<file path="config.mk">
export PLATFORM = sky130hd
export DESIGN_NAME = hamming_decoder_rx
export DESIGN_NICKNAME = d
export VERILOG_FILES = /design/src/rtl/hamming_decoder_rx_pkg.sv /design/src/rtl/hamming_decoder_rx_hamming74_decode.sv /design/src/rtl/hamming_decoder_rx.sv
export SDC_FILE = /design/constraint.sdc
export NUM_CORES = 1
export LEC_CHECK = 0
export CAP_MARGIN = 20
export CORE_MARGIN = 4
export CORE_UTILIZATION = 45
export DETAILED_ROUTE_END_ITERATION = 12
export MAX_ROUTING_LAYER = met4
export RECOVER_POWER = 50
export SLEW_MARGIN = 25
export SYNTH_ARGS = -nofsm -noshare
export SYNTH_HDL_FRONTEND = slang
export SYNTH_SLANG_ARGS = --single-unit
</file>
<file path="constraint.sdc">
create_clock -name clk_in -period 11.2 [get_ports clk_in]
set_input_delay 2.24 -clock clk_in [delete_from_list [all_inputs] [get_ports clk_in]]
set_output_delay 2.24 -clock clk_in [all_outputs]
set_load 0.02 [all_outputs]
</file>
<file path="src/rtl/hamming_decoder_rx_pkg.sv">
// Shared constants, FSM state type and Hamming(7,4) syndrome helper for the
// serial frame receiver.
package hamming_decoder_rx_pkg;

  localparam int FRAME_W   = 64;
  localparam int HDR_W     = 8;
  localparam int CW_W      = 7;
  localparam int N_CW      = 8;
  localparam int PAYLOAD_W = CW_W * N_CW;
  localparam int CNT_W     = 6;

  localparam logic [HDR_W-1:0] SYNC_WORD_DEF = 8'h7E;

  typedef enum logic [1:0] {
    ST_HUNT       = 2'd0,
    ST_COLLECT    = 2'd1,
    ST_SYNC_CHECK = 2'd2
  } state_t;

  // Syndrome is the XOR of the 1-based positions of every set bit.
  function automatic logic [2:0] ham_syndrome(input logic [CW_W-1:0] cw);
    logic [2:0] s;
    s = 3'd0;
    for (int i = 0; i < CW_W; i++) begin
      if (cw[i]) begin
        s = s ^ 3'(i + 1);
      end else begin
        s = s;
      end
    end
    return s;
  endfunction

endpackage

</file>
<file path="src/rtl/hamming_decoder_rx_hamming74_decode.sv">
// Combinational Hamming(7,4) single-error-correcting decoder; parity at
// codeword bits 0,1,3 and data at bits 2,4,5,6.
module hamming74_decode
  import hamming_decoder_rx_pkg::*;
(
  input  logic [CW_W-1:0] cw_in,
  output logic [3:0]      nibble_out,
  output logic            corrected_out
);

  logic [2:0]      syn_s;
  logic [CW_W-1:0] fixed_s;

  // Flip the bit named by a nonzero syndrome, then extract the data nibble.
  always_comb begin
    syn_s   = ham_syndrome(cw_in);
    fixed_s = cw_in;
    if (syn_s != 3'd0) begin
      fixed_s = cw_in ^ (7'b000_0001 << (syn_s - 3'd1));
    end else begin
      fixed_s = cw_in;
    end
    nibble_out    = {fixed_s[6], fixed_s[5], fixed_s[4], fixed_s[2]};
    corrected_out = (syn_s != 3'd0);
  end

endmodule

</file>
<file path="src/rtl/hamming_decoder_rx.sv">
// Serial frame receiver: hunts for the sync header, collects eight Hamming(7,4)
// codewords, decodes them into a 32-bit word and offers it on a valid/ready port.
module hamming_decoder_rx
  import hamming_decoder_rx_pkg::*;
#(
  parameter logic [HDR_W-1:0] SYNC_WORD = SYNC_WORD_DEF
) (
  input  logic        clk_in,
  input  logic        rst,
  input  logic        bit_in,
  input  logic        bit_valid,
  output logic [31:0] word_out,
  output logic        word_valid,
  input  logic        word_ready,
  output logic [3:0]  err_corrected,
  output logic        locked,
  output logic        frame_drop
);

  state_t                 state_q, state_d;
  logic [HDR_W-1:0]       hdr_q, hdr_d, hdr_shift_s;
  logic [PAYLOAD_W-1:0]   payload_q, payload_d;
  logic [CNT_W-1:0]       cnt_q, cnt_d;
  logic                   done_q, done_d;
  logic                   locked_q, locked_d;
  logic [31:0]            word_q, word_d;
  logic                   word_valid_q, word_valid_d;
  logic [3:0]             err_q, err_d;
  logic                   drop_q, drop_d;
  logic                   handshake_s;
  logic [31:0]            dec_word_s;
  logic [N_CW-1:0]        corr_s;
  logic [3:0]             err_sum_s;

  genvar k;
  generate
    for (k = 0; k < N_CW; k++) begin : g_dec
      hamming74_decode u_dec (
        .cw_in         (payload_q[CW_W*k +: CW_W]),
        .nibble_out    (dec_word_s[4*k +: 4]),
        .corrected_out (corr_s[k])
      );
    end
  endgenerate

  // Count how many codewords in the held payload needed a correction.
  always_comb begin
    err_sum_s = 4'd0;
    for (int i = 0; i < N_CW; i++) begin
      err_sum_s = err_sum_s + {3'd0, corr_s[i]};
    end
  end

  // Framing FSM: only qualified bits move state, shift registers or counters.
  always_comb begin
    state_d     = state_q;
    hdr_d       = hdr_q;
    payload_d   = payload_q;
    cnt_d       = cnt_q;
    done_d      = 1'b0;
    hdr_shift_s = {hdr_q[HDR_W-2:0], bit_in};
    if (bit_valid) begin
      case (state_q)
        ST_HUNT: begin
          if (hdr_shift_s == SYNC_WORD) begin
            state_d = ST_COLLECT;
            hdr_d   = {HDR_W{1'b0}};
            cnt_d   = {CNT_W{1'b0}};
          end else begin
            hdr_d   = hdr_shift_s;
          end
        end
        ST_COLLECT: begin
          payload_d = {payload_q[PAYLOAD_W-2:0], bit_in};
          if (cnt_q == 6'd55) begin
            state_d = ST_SYNC_CHECK;
            cnt_d   = {CNT_W{1'b0}};
            hdr_d   = {HDR_W{1'b0}};
            done_d  = 1'b1;
          end else begin
            cnt_d   = cnt_q + 6'd1;
          end
        end
        ST_SYNC_CHECK: begin
          // A failed header is dropped whole; hunting restarts from a clean register.
          if (cnt_q == 6'd7) begin
            cnt_d = {CNT_W{1'b0}};
            hdr_d = {HDR_W{1'b0}};
            if (hdr_shift_s == SYNC_WORD) begin
              state_d = ST_COLLECT;
            end else begin
              state_d = ST_HUNT;
            end
          end else begin
            hdr_d = hdr_shift_s;
            cnt_d = cnt_q + 6'd1;
          end
        end
        default: begin
          state_d = ST_HUNT;
          hdr_d   = {HDR_W{1'b0}};
          cnt_d   = {CNT_W{1'b0}};
        end
      endcase
    end else begin
      state_d = state_q;
    end
    locked_d = (state_d != ST_HUNT);
  end

  // Output word buffer: load a completed frame when free or being drained, else drop it.
  always_comb begin
    handshake_s = word_valid_q & word_ready;
    word_d      = word_q;
    err_d       = err_q;
    drop_d      = 1'b0;
    if (handshake_s) begin
      word_valid_d = 1'b0;
    end else begin
      word_valid_d = word_valid_q;
    end
    if (done_q) begin
      if (!word_valid_q || handshake_s) begin
        word_d       = dec_word_s;
        err_d        = err_sum_s;
        word_valid_d = 1'b1;
      end else begin
        drop_d = 1'b1;
      end
    end else begin
      drop_d = 1'b0;
    end
  end

  // State and datapath registers.
  always_ff @(posedge clk_in or posedge rst) begin
    if (rst) begin
      state_q      <= ST_HUNT;
      hdr_q        <= {HDR_W{1'b0}};
      payload_q    <= {PAYLOAD_W{1'b0}};
      cnt_q        <= {CNT_W{1'b0}};
      done_q       <= 1'b0;
      locked_q     <= 1'b0;
      word_q       <= 32'd0;
      word_valid_q <= 1'b0;
      err_q        <= 4'd0;
      drop_q       <= 1'b0;
    end else begin
      state_q      <= state_d;
      hdr_q        <= hdr_d;
      payload_q    <= payload_d;
      cnt_q        <= cnt_d;
      done_q       <= done_d;
      locked_q     <= locked_d;
      word_q       <= word_d;
      word_valid_q <= word_valid_d;
      err_q        <= err_d;
      drop_q       <= drop_d;
    end
  end

  assign word_out      = word_q;
  assign word_valid    = word_valid_q;
  assign err_corrected = err_q;
  assign locked        = locked_q;
  assign frame_drop    = drop_q;

endmodule

</file>
==> results.yml <==
route:
  drtAntennaViolNets: 0
  drtPass1Iterations: 4
  vias_per_cell: 4.969
  drtIter0Drc: 158
  finalWirelength_um: 9783
  vias: 3543
  wl_per_cell_um: 13.72
  drc: 0
synthesis:
  async_flop_share: 1.000
  syn_avg_cell_area_sq_um: 11.67
  ys_seq_area_frac: 0.4808
  syn_inst: 495
  yosys_most_used_dff: "dfrtp_1"
  syn_nets: 515
  ys_warn_count: 0
  netlist_area_sq_um: 5777
  synth-edff-count: 0
  synth_seq_cells: 111
  synth.distinct_cells: 46
min_path:
  hold_path.class: "flip-flop to flip-flop"
  hold_path.startpoint: "word_out[18]$_DFFE_PP0P_"
  whs_endpoint: "word_out[18]$_DFFE_PP0P_"
  worstHoldPathCells: 2
grt:
  track_usage: 0.1512
  antenna_found_initial: 0
  grt_pass1_wl_um: 17220
  grt_pass1_vias: 3621
  gr-total-overflow: 0
  grt_max_degree: 76
cells_and_area:
  antenna_cells: 0
  final_cell_area_sq_um: 6674
  fillers: 1156
  drive_gt1_frac: 0.1830
  synthToLayoutAreaGrowth_pct: 15.53
  nNetsFinal: 556
floorplan:
  rows: 41
  die_w_um: 121.3
  die_h_um: 121.3
  io_pins: 44
  core_area_sq_um: 12620
  start_util: 0.4578
  die-area_sq_um: 14710
sta:
  finalClockSkew_ps: 10.71
  setup_violations: 0
  finalSetupTns_ps: 0
  fin_ws_ps: 6162
  max_freq_ghz: 0.1985
  max_slew_margin: -0.6583
  rsz0062_at_grt: "no"
  tightest_slew_ps: 2487
  layout_worst_path_cycle_share: 0.4498
  finalMaxSlewViolations: 108
  post-route-min-period_ps: 5038
  hold_viol: 0
clocking:
  clock_tree.root_cell: "clkbuf_16"
  clk_pin_slew_ps: 70
  cts_tree: "done"
  clock_latency_ps: 350
  htreeDepth: 3
  cts_sinks: 111
  post_cts_buffers: 0
  cts_made_buffers: 9
  clock_path_buffers: 2
  cts_hold_buf: 0
  cts.repair.resized: 0
placement:
  placed_area_sq_um: 6386
  hpwl_um: 7000
  post-place-ws_ps: 7147
  port_buffers: 43
  globalplace.congestion: 0.7884
pwr:
  p_sw_frac: 0.3798
  peakVddDrop_mv: 0.1243
  power.share.combinational: 0.455
  clkPwrFrac: 0.203
  powerDensity_nw_per_um2: 231.1
  fin_total_pwr_w: 0.001542
  p_leak_nw: 2.848
  p_seq_frac: 0.342
  netSwitchingPower_w: 0.0005858
  cellInternalPower_w: 0.0009567
critical_path:
  worstPathRequired_ps: 11320
  r2r_slack_ps: 7160
  worstReg2RegStart: "payload_q[13]$_DFFE_PP0P_"
  cp_slowest_cell: "clkbuf_1"
  cpPeakStageDelay_ps: 1760
  critPathMaxFanout: 69
  crit_chain: "dlygate4sd3_1 -> nand2b_1 -> nand2_2 -> clkbuf_1 -> o21ai_0"
  end_kind: "flip-flop"
  r2r_cells: 15
  critPathLaunchType: "primary input"
  crit_type: "primary input to flip-flop"
  arrival_ps: 5160
  rr_endpoint: "err_corrected[2]$_DFFE_PP0P_"
run_status:
  outcome: "complete, but fails checks"
  violations: "max-capacitance violations, max-slew violations"
flow_run:
  drv_cap: 2
## worst max-delay path by stage
stage,startpoint,to,slack (ps),depth (start not counted)
after floorplan,rst,cnt_q[0]$_DFFE_PP0P_,6030,1
after global placement,bit_valid,payload_q[7]$_DFFE_PP0P_,7180,4
after detailed placement,rst,hdr_q[0]$_DFFE_PP0P_,7150,3
after CTS,payload_q[13]$_DFFE_PP0P_,err_corrected[2]$_DFFE_PP0P_,7210,15
after global routing,word_ready,word_out[10]$_DFFE_PP0P_,5730,5
final,word_ready,word_out[6]$_DFFE_PP0P_,6160,5
## layout make-up
type | instances | area, sq um | share of cell area
tap | 172 | 215.2 | 0.03225
clock inverter | 2 | 12.51 | 0.001875
sequential | 111 | 2778 | 0.4162
multi-input combinational | 356 | 2885 | 0.4323
inverter | 12 | 46.29 | 0.006937
timing repair buffer | 46 | 452.9 | 0.06787
clock buffer | 14 | 284.0 | 0.04256
## power by group through the flow
stage                     clock network (W)  logic (W)  registers (W)
after global placement                    0   0.000698       0.000535
after CTS                          0.000325   0.000719       0.000528
final                              0.000312   0.000702       0.000528
after detailed placement                  0   0.000719       0.000536
after global routing               0.000341   0.000813       0.000539
after floorplan                           0   0.000567       0.000523
## synth_stat cells, types with 2 or more instances
cell      count  area, sq um
nor3_2        2        20.02
o211ai_1      2        15.01
xor2_2        2        32.53
nor4b_1       3        26.28
xor2_1       22        192.7
a22o_1        7        61.31
a21oi_1       2        10.01
o21ai_2       2        17.52
o21ai_1      11        55.05
inv_1        12        45.04
nand2_1      50        187.7
nand4b_1      4        35.03
nor2b_1       2        12.51
mux2i_1       4        40.04
fa_1          4        80.08
o21ai_0      30        150.1
dfrtp_1     111         2778
mux2_2       56        630.6
nor3b_2       8        100.1
a21o_1        3        22.52
xnor2_1      63        551.8
nand3_1      10        50.05
nor3_1        3        15.01
ha_1         11        137.6
xnor2_2       9        146.4
nor2_1       16        60.06
nand2b_1      3        18.77
and2_1        3        18.77
clkbuf_1     11        41.29
buf_2         4        20.02
nand3b_1     10        75.07
## sequential cells by signal, summed over array words and instances (netlist names)
name	flops
frame_drop	1
hdr_q	7
done_q	1
cnt_q	6
word_out	32
payload_q	56
err_corrected	4
state_q	2
locked	1
word_valid	1
## kinds of logic (layout without fill, tap and decap cells)
kind of cell    Yosys count  after routing  synth area share
flops                   111            111            0.4808
mux                      60             60            0.1161
simple gates            119            119            0.1135
buf+inv                  28             74           0.01928
xor+xnor                 97             97            0.1640
fa+ha+maj                15             15           0.03769
compound gates           65             65           0.06866
## stage by stage
step,cells,hold slack [ps],util
after floorplan,495,454.0,-
after global placement,697,461.3,0.5060
after detailed placement,697,469.1,0.5060
after CTS,713,485.1,0.5295
after global routing,713,512.0,0.5289
final,713,476.1,0.5289
## cells in the final DEF (no fill, tap or decap), types with 2 or more instances in the layout
cell,n
xnor2_2,9
ha_1,11
nor3_1,3
clkdlybuf4s50_1,39
mux2_2,56
nand3_1,10
nor3_2,2
dfrtp_1,111
xnor2_1,63
mux2i_1,4
dlygate4sd3_1,4
nor4b_1,3
o21ai_0,38
nand2_2,2
xor2_1,22
nor3b_2,8
o211ai_1,2
nor2b_1,2
o21ai_1,4
a22o_1,7
clkbuf_8,4
nand3b_1,10
clkbuf_1,2
a21o_1,3
and2_1,2
nor2_1,16
a21oi_1,3
clkbuf_16,9
xor2_2,2
nand4b_1,4
nand2b_1,3
inv_1,11
nand2_1,48
fa_1,4
## critical path, delay by kind of cell
kind	cells	cell delay, ps
buffers and inverters	2	2310
AOI/OAI and AO/OA	1	320
and+or+nand+nor	2	280
## metal layers
layer  vias up  wire length, um  GRT usage
met4         0              201    0.06513
li1       1774                -          -
met1      1708             4548     0.1890
met5         -                0          -
met3        12              275    0.02424
met2        49             4757     0.2446
Note: power is estimated with default switching activity, not from simulation.
